$ cat config.mk
export PLATFORM = sky130hd
export DESIGN_NAME = instruction_fetch
export DESIGN_NICKNAME = d
export VERILOG_FILES = /design/src/rtl/instruction_fetch.sv
export SDC_FILE = /design/constraint.sdc
export NUM_CORES = 1
export LEC_CHECK = 0
export CAP_MARGIN = 30
export CORE_MARGIN = 5
export CORE_UTILIZATION = 43
export DETAILED_ROUTE_END_ITERATION = 16
export PLACE_DENSITY_LB_ADDON = 0.2
export SETUP_SLACK_MARGIN = 0.4
export SLEW_MARGIN = 20
export SYNTH_ARGS = -nofsm -noshare
export SYNTH_HDL_FRONTEND = slang
export SYNTH_SLANG_ARGS = --single-unit
$ cat constraint.sdc
create_clock -name i_clk -period 1.7 [get_ports i_clk]
set_input_delay 0.17 -clock i_clk [delete_from_list [all_inputs] [get_ports i_clk]]
set_output_delay 0.17 -clock i_clk [all_outputs]
set_load 0.1 [all_outputs]
$ cat src/rtl/instruction_fetch.sv
// Fetch stage: owns the PC, buffers fetched words in a 2-entry FIFO, delivers {instr, pc} over valid/ready.
// Optional FETCH_PERF_CNT_EN builds a saturating delivered-instruction counter on o_fetch_count.
module instruction_fetch #(
  parameter int PC_W     = 8,
  parameter int INSTR_W  = 8,
  parameter int PROG_LEN = 6,
  parameter int RESET_PC = 0
) (
  input  logic               i_clk,
  input  logic               i_rst_n,
  output logic [PC_W-1:0]    o_pc_op,
  input  logic [INSTR_W-1:0] i_im_out,
  input  logic               i_stall,
  input  logic               i_branch_en,
  input  logic [PC_W-1:0]    i_branch_target,
  output logic [INSTR_W-1:0] o_instr,
  output logic [PC_W-1:0]    o_instr_pc,
  output logic               o_instr_valid,
  input  logic               i_instr_ready,
  output logic               o_bad_target,
  output logic [15:0]        o_fetch_count
);

  logic [PC_W-1:0]    r_pc;
  logic [INSTR_W-1:0] r_head_instr, r_tail_instr;
  logic [PC_W-1:0]    r_head_pc, r_tail_pc;
  logic [1:0]         r_count;
  logic               r_bad_target;

  logic               w_pop, w_push, w_tgt_ok, w_wr_tail;
  logic [1:0]         w_wr_idx;
  logic [PC_W-1:0]    w_pc_next;

  assign o_instr_valid = (r_count != 2'd0);
  assign w_pop         = o_instr_valid & i_instr_ready;
  assign w_push        = ~i_stall & ~i_branch_en & ((r_count < 2'd2) | w_pop);
  assign w_tgt_ok      = ({1'b0, i_branch_target} < (PC_W+1)'(PROG_LEN));
  assign w_pc_next     = (r_pc == PC_W'(PROG_LEN - 1)) ? '0 : r_pc + 1'b1;
  // Tail slot after this cycle's pop has shifted the buffer forward.
  assign w_wr_idx      = r_count - {1'b0, w_pop};
  assign w_wr_tail     = w_wr_idx[0];

  assign o_pc_op       = r_pc;
  assign o_instr       = o_instr_valid ? r_head_instr : '0;
  assign o_instr_pc    = o_instr_valid ? r_head_pc : '0;
  assign o_bad_target  = r_bad_target;

  always_ff @(posedge i_clk or negedge i_rst_n) begin
    if (!i_rst_n) begin
      r_pc         <= PC_W'(RESET_PC);
      r_count      <= 2'd0;
      r_head_instr <= '0;
      r_head_pc    <= '0;
      r_tail_instr <= '0;
      r_tail_pc    <= '0;
      r_bad_target <= 1'b0;
    end else begin
      r_bad_target <= 1'b0;
      if (i_branch_en) begin
        r_count <= 2'd0;
        if (w_tgt_ok) begin
          r_pc <= i_branch_target;
        end else begin
          r_pc         <= '0;
          r_bad_target <= 1'b1;
        end
      end else begin
        if (w_pop) begin
          r_head_instr <= r_tail_instr;
          r_head_pc    <= r_tail_pc;
        end
        if (w_push) begin
          if (w_wr_tail) begin
            r_tail_instr <= i_im_out;
            r_tail_pc    <= r_pc;
          end else begin
            r_head_instr <= i_im_out;
            r_head_pc    <= r_pc;
          end
          r_pc <= w_pc_next;
        end
        case ({w_push, w_pop})
          2'b10:   r_count <= r_count + 2'd1;
          2'b01:   r_count <= r_count - 2'd1;
          default: r_count <= r_count;
        endcase
      end
    end
  end

`ifdef FETCH_PERF_CNT_EN
  logic [15:0] r_fetch_count;

  // Counts every handshake, including one that a same-cycle branch flushes.
  always_ff @(posedge i_clk or negedge i_rst_n) begin
    if (!i_rst_n) begin
      r_fetch_count <= '0;
    end else if (w_pop && (r_fetch_count != 16'hFFFF)) begin
      r_fetch_count <= r_fetch_count + 16'd1;
    end
  end

  assign o_fetch_count = r_fetch_count;
`else
  assign o_fetch_count = '0;
`endif

endmodule

After elaboration in Yosys (flattened, before gate mapping)
Cells that the tools add are included.
{"block": "classes", "reduce_logical": 4, "magnitude_cmp": 2, "bitwise_logic": 6, "n_eq_ne": 3, "n_addsub": 4, "mux": 16}
{"cell": "$mux 8", "count": 12}
{"cell": "$add 8x1->8 const B", "count": 1}
{"cell": "$eq 8x3->1 const B", "count": 1}
{"cell": "$lt 8x3->1 const B", "count": 1}
{"cell": "$pmux 2 s2", "count": 1}
{"cell": "$reduce_bool 2->1", "count": 2}
{"cell": "$and 1x1->1", "count": 3}
{"cell": "$reduce_and 3->1", "count": 1}
{"cell": "$reduce_bool 3->1", "count": 1}
{"cell": "$add 2x1->2 const B", "count": 1}
{"cell": "$eq 2x1->1 const B", "count": 1}
{"cell": "$eq 2x2->1 const B", "count": 1}
{"cell": "$lt 2x2->1 const B", "count": 1}
{"cell": "$mux 1", "count": 2}
{"cell": "$mux 2", "count": 1}
{"cell": "$not 1->1", "count": 2}
{"cell": "$sub 2x1->2 const B", "count": 1}
{"cell": "$or 1x1->1", "count": 1}
{"cell": "$sub 1x1->1", "count": 1}
{"block": "word_totals", "elab_cells": 42, "reg_bits": 43}

Depth between registers and ports, before layout
{"block": "logic_depth", "depth_word": 7, "mapped_depth": 6, "depth_no_buf": 6}

Worst setup path after synthesis
Ideal clock, no wire load.
{"block": "synth_path", "kind": "register -> output", "start": "register r_count[1]", "end": "output port o_instr[5]", "setup_slack_ns": -0.970, "path_buffers": 1, "stages_incl_launch_ff": 5, "required_time_ns": 1.530, "t_arrival_ns": 2.500, "cell_sequence": "dfrtp_1 nor2_2 inv_1 clkbuf_1 and2_1"}
{"block": "synth_via", "elab_chain_cells": 2}
{"element": "start, declared", "line_no": "27", "text": "logic [1:0] r_count;"}
{"element": "start signal, assigned", "line_no": "83", "text": "2'b10: r_count <= r_count + 2'd1;"}
{"element": "start signal, assigned", "line_no": "84", "text": "2'b01: r_count <= r_count - 2'd1;"}
{"element": "start signal, assigned", "line_no": "85", "text": "default: r_count <= r_count;"}
{"element": "$reduce_bool 2->1", "line_no": "34", "text": "assign o_instr_valid = (r_count != 2'd0);"}
{"element": "net o_instr_valid", "line_no": "18", "text": "output logic o_instr_valid,"}
{"element": "$mux 8", "line_no": "44", "text": "assign o_instr = o_instr_valid ? r_head_instr : '0;"}
{"element": "end, declared", "line_no": "16", "text": "output logic [INSTR_W-1:0] o_instr,"}
The timed path passes the listed nets, and every way through them passes these cells.

Worst setup path in the final report
{"block": "layout_path", "start": "register r_pc[1] (netlist: o_pc_op[1])", "end": "register r_pc[7] (netlist: o_pc_op[7])"}
{"block": "layout_via", "elab_chain_cells": 4, "elab_cells_between_ends": 5, "classes_between": "1 x add/sub; 1 x eq/ne; 3 x mux"}
{"element": "start, declared", "line_no": "24", "text": "logic [PC_W-1:0] r_pc;"}
{"element": "start signal, assigned", "line_no": "50", "text": "r_pc <= PC_W'(RESET_PC);"}
{"element": "start signal, assigned", "line_no": "62", "text": "r_pc <= i_branch_target;"}
{"element": "start signal, assigned", "line_no": "80", "text": "r_pc <= w_pc_next;"}
{"element": "$add 8x1->8 / $eq 8x3->1 (equally long branches)", "line_no": "38", "text": "assign w_pc_next = (r_pc == PC_W'(PROG_LEN - 1)) ? '0 : r_pc + 1'b1;"}
{"element": "$mux 8 *", "line_no": "38"}
{"element": "$mux 8 *", "line_no": "72", "text": "if (w_push) begin"}
{"element": "$mux 8 *", "line_no": "59", "text": "if (i_branch_en) begin"}
Every way passes the cells marked *; elsewhere a longest branch is shown, timed or not. The select of a mux whose other input is x is not followed.
A chain may end at the register's enable or synchronous reset.

==> results.md <==
* First-pass GRT wire length at between 9000 and 10000 microns
* Sw frac at 0.364
* Fraction of registers with async set/reset at 1.00
* Tmin final at 1.71 ns
* Yosys warns at 0
* Initial core utilization at 0.448
* Routed Antenna Nets at 0
* Non-Filler Instances at 357
* LEAKAGE at 1.78 nW
* Status: finished with violations
* Overflow after GRT at 0
* Top_reg_cell synth: dfrtp_1
* Pin count of the biggest net entering global routing at 28
* Vias per inst at 5.14
* WHS Path Cells at 2
* Clock root buffer: clkbuf_8
* Synthesized area at approximately 2300 sq um
* Wire length per cell at 16.5 microns
* WP data arrival at 1.90 ns
* Routability Congestion at 0.838
* Die ar. at 6960 sq um
* Drt total wl at 5880 microns
* Failing checks: negative setup slack
* Combinational Power Share at 0.403
* Number of DRC markers in iteration 0 at 124
* Cell Pwr Density at between 900 and 1000 nW/um^2
* Layout cell share with drive strength beyond 1 at 0.488
* Vias in the first global route at 1873
* EDFF count, synth at 0
* Max-cap violations at 0
* CTS clk-pin slew, worst paths at 0.08 ns
* Ant diodes at 0
* Register Area at 1090 sq um
* Psw at 1.28 mW
* Pins Over Slew Limit at 0
* Total track usage at 0.172
* Filler Cells Inserted at 347
* Highest clock rate at between 500 and 600 MHz
* Slack of the critical path at -0.0118 ns
* Clk_lat worst skew at 0.29 ns
* Row count at 26
* Register share of total power at 0.371
* Clk pwr share at 0.227
* Die W at 83.4 microns
* Core area at 5170 sq um
* Dpl ws at -0.189 ns
* Final Setup Violations at 2
* Final-stage net count at 309
* Io pins at 63
* Multi-input gate area at about 1300 sq um
* CTS sink cnt at 43
* Overall power at 3.53 mW
* Hold Slack at 0.314 ns
* RSZ-0062 raised after global routing: true
* CTS tree: done
* DRT Pass-1 Iters at 4
* Mapped Avg Cell Area at about 12 sq um
* CP Class: reg -> reg
* Num CTS Buffers at 5
* Type of the most critical hold path: in -> reg
* Final hold violation count at 0
* Seq/Total Area, Yosys at 0.464
* Htree depth at 2
* Chip Height at 83.4 microns
* Final Util at 0.716
* Clock skew at 0.00502 ns
* Initial antenna violation count at 0
* DRC at 0
* Distinct cells, synth at between 40 and 50
* Dpl cells at 332
* Via Count at between 1500 and 2000
* Commonest non-fill, non-tap cells in the layout: dfrtp_1, buf_12, buf_4
* # port buffers at 46
* Maximum VDD drop at 720 uV
* Seq cells post-synth at 43
* Synth Instances at 201
* Commonest non-fill, non-tap cell in the layout: dfrtp_1
* Reg2reg path depth at 7
* Tcrit/Tclk final at 1.01
* Clk buf depth at 2
* Internal power at 2.24 mW
* Crit end category: register
* Layout area overhead at 59.8%
* DP Wirelength at 3820 microns
* Required @ worst endpoint at 1.88 ns
* Startpoint types: register
* Crit-path max FO at 5
[flip-flops by register name (all words and copies together), names as in the netlist]
signal        cells
r_tail_pc         8
r_head_pc         8
r_head_instr      8
o_pc_op           8
r_tail_instr      8
o_bad_target      1
r_count           2
[synthesized netlist by cell type (2+ instances only)]
| master | number | area (sq um) |
|---|---|---|
| a21oi_2 | 2 | 17.5 |
| a31oi_1 | 2 | 12.5 |
| a22o_1 | 16 | 140 |
| mux2_2 | 6 | 67.6 |
| and3_1 | 4 | 25.0 |
| and2_1 | 16 | 100 |
| inv_1 | 5 | 18.8 |
| nor2_1 | 9 | 33.8 |
| clkbuf_1 | 3 | 11.3 |
| a21o_1 | 16 | 120 |
| nand3_1 | 3 | 15.0 |
| buf_4 | 17 | 128 |
| a211o_1 | 4 | 35.0 |
| ha_1 | 2 | 25.0 |
| o21ai_0 | 2 | 10.0 |
| buf_2 | 2 | 10.0 |
| nor3b_1 | 3 | 22.5 |
| nand2_1 | 2 | 7.51 |
| a22oi_1 | 2 | 15.0 |
| a21oi_1 | 6 | 30.0 |
| nand2b_1 | 3 | 18.8 |
| mux2_4 | 10 | 150 |
| dfrtp_1 | 43 | 1080 |
[cells by family after synthesis]
family	synth area share
AO/OA/AOI/OAI	0.201
adder cells (fa/ha/maj)	0.0108
buffers and inverters	0.0859
flip-flops	0.464
multiplexers	0.0983
other	0.00162
AND/OR/NAND/NOR	0.138
[critical path: stages, from the launching register on]
cell      delay [ns]
dfrtp_4         0.48
inv_2           0.07
ha_4            0.12
nor4b_4         0.24
a211oi_2        0.12
buf_4           0.16
and3_4          0.16
a211o_1         0.25
[power groups by stage]
stage                     Clock [mW]  Sequential [mW]  Combinational (mW)
after detailed placement           0             1.32                1.31
final                          0.799             1.31                1.42
after CTS                      0.815             1.31                1.40
after global placement             0             1.32                1.29
after floorplan                    0             1.45               0.795
after global routing           0.859             1.33                1.49
[routing by layer]
layer / global-route usage / wire length, microns
met1: 0.222 / 2500
met4: 0.0512 / 55
met3: 0.0337 / 297
met5: 0 / 0
met2: 0.293 / 3030
[worst paths after layout]
path,endpoint,start,slack (ns)
worst max-delay path,o_pc_op[7],o_pc_op[1],-0.01
worst min-delay path,r_count[1],i_branch_en,0.31
worst max register to register,o_pc_op[7],o_pc_op[1],-0.01
worst min register to register,r_head_pc[3],r_head_pc[3],0.48
max in group asynchronous,o_pc_op[3],i_rst_n,0.83
min in group asynchronous,o_bad_target,i_rst_n,0.36
[through the flow]
stage	TNS (ns)	area [sq um]
after CTS	-0.0485	3630
after global placement	-6.75	3300
after floorplan	-0.0806	2520
after global routing	-0.0936	3700
final	-0.0173	3700
after detailed placement	-5.21	3300
[cell type report]
cell class                 instances  share of cell area
clock buffer                       5              0.0186
inverter                           5             0.00642
sequential                        43               0.295
tap                               70              0.0236
timing repair buffer              86               0.296
multi-input combinational        145               0.348
clock inverter                     3              0.0118
[timing repair]
item / CTS / global route
setup endpoints to repair: 59 / 60
setup buffers: 9 / 5
pin swaps: 14 / 3
hold endpoints to repair: 16 / 0
resized for setup: 30 / 7
gates cloned: 2 / 0
hold buffers: 1 / 0
Power figures use the tool's default switching activity.
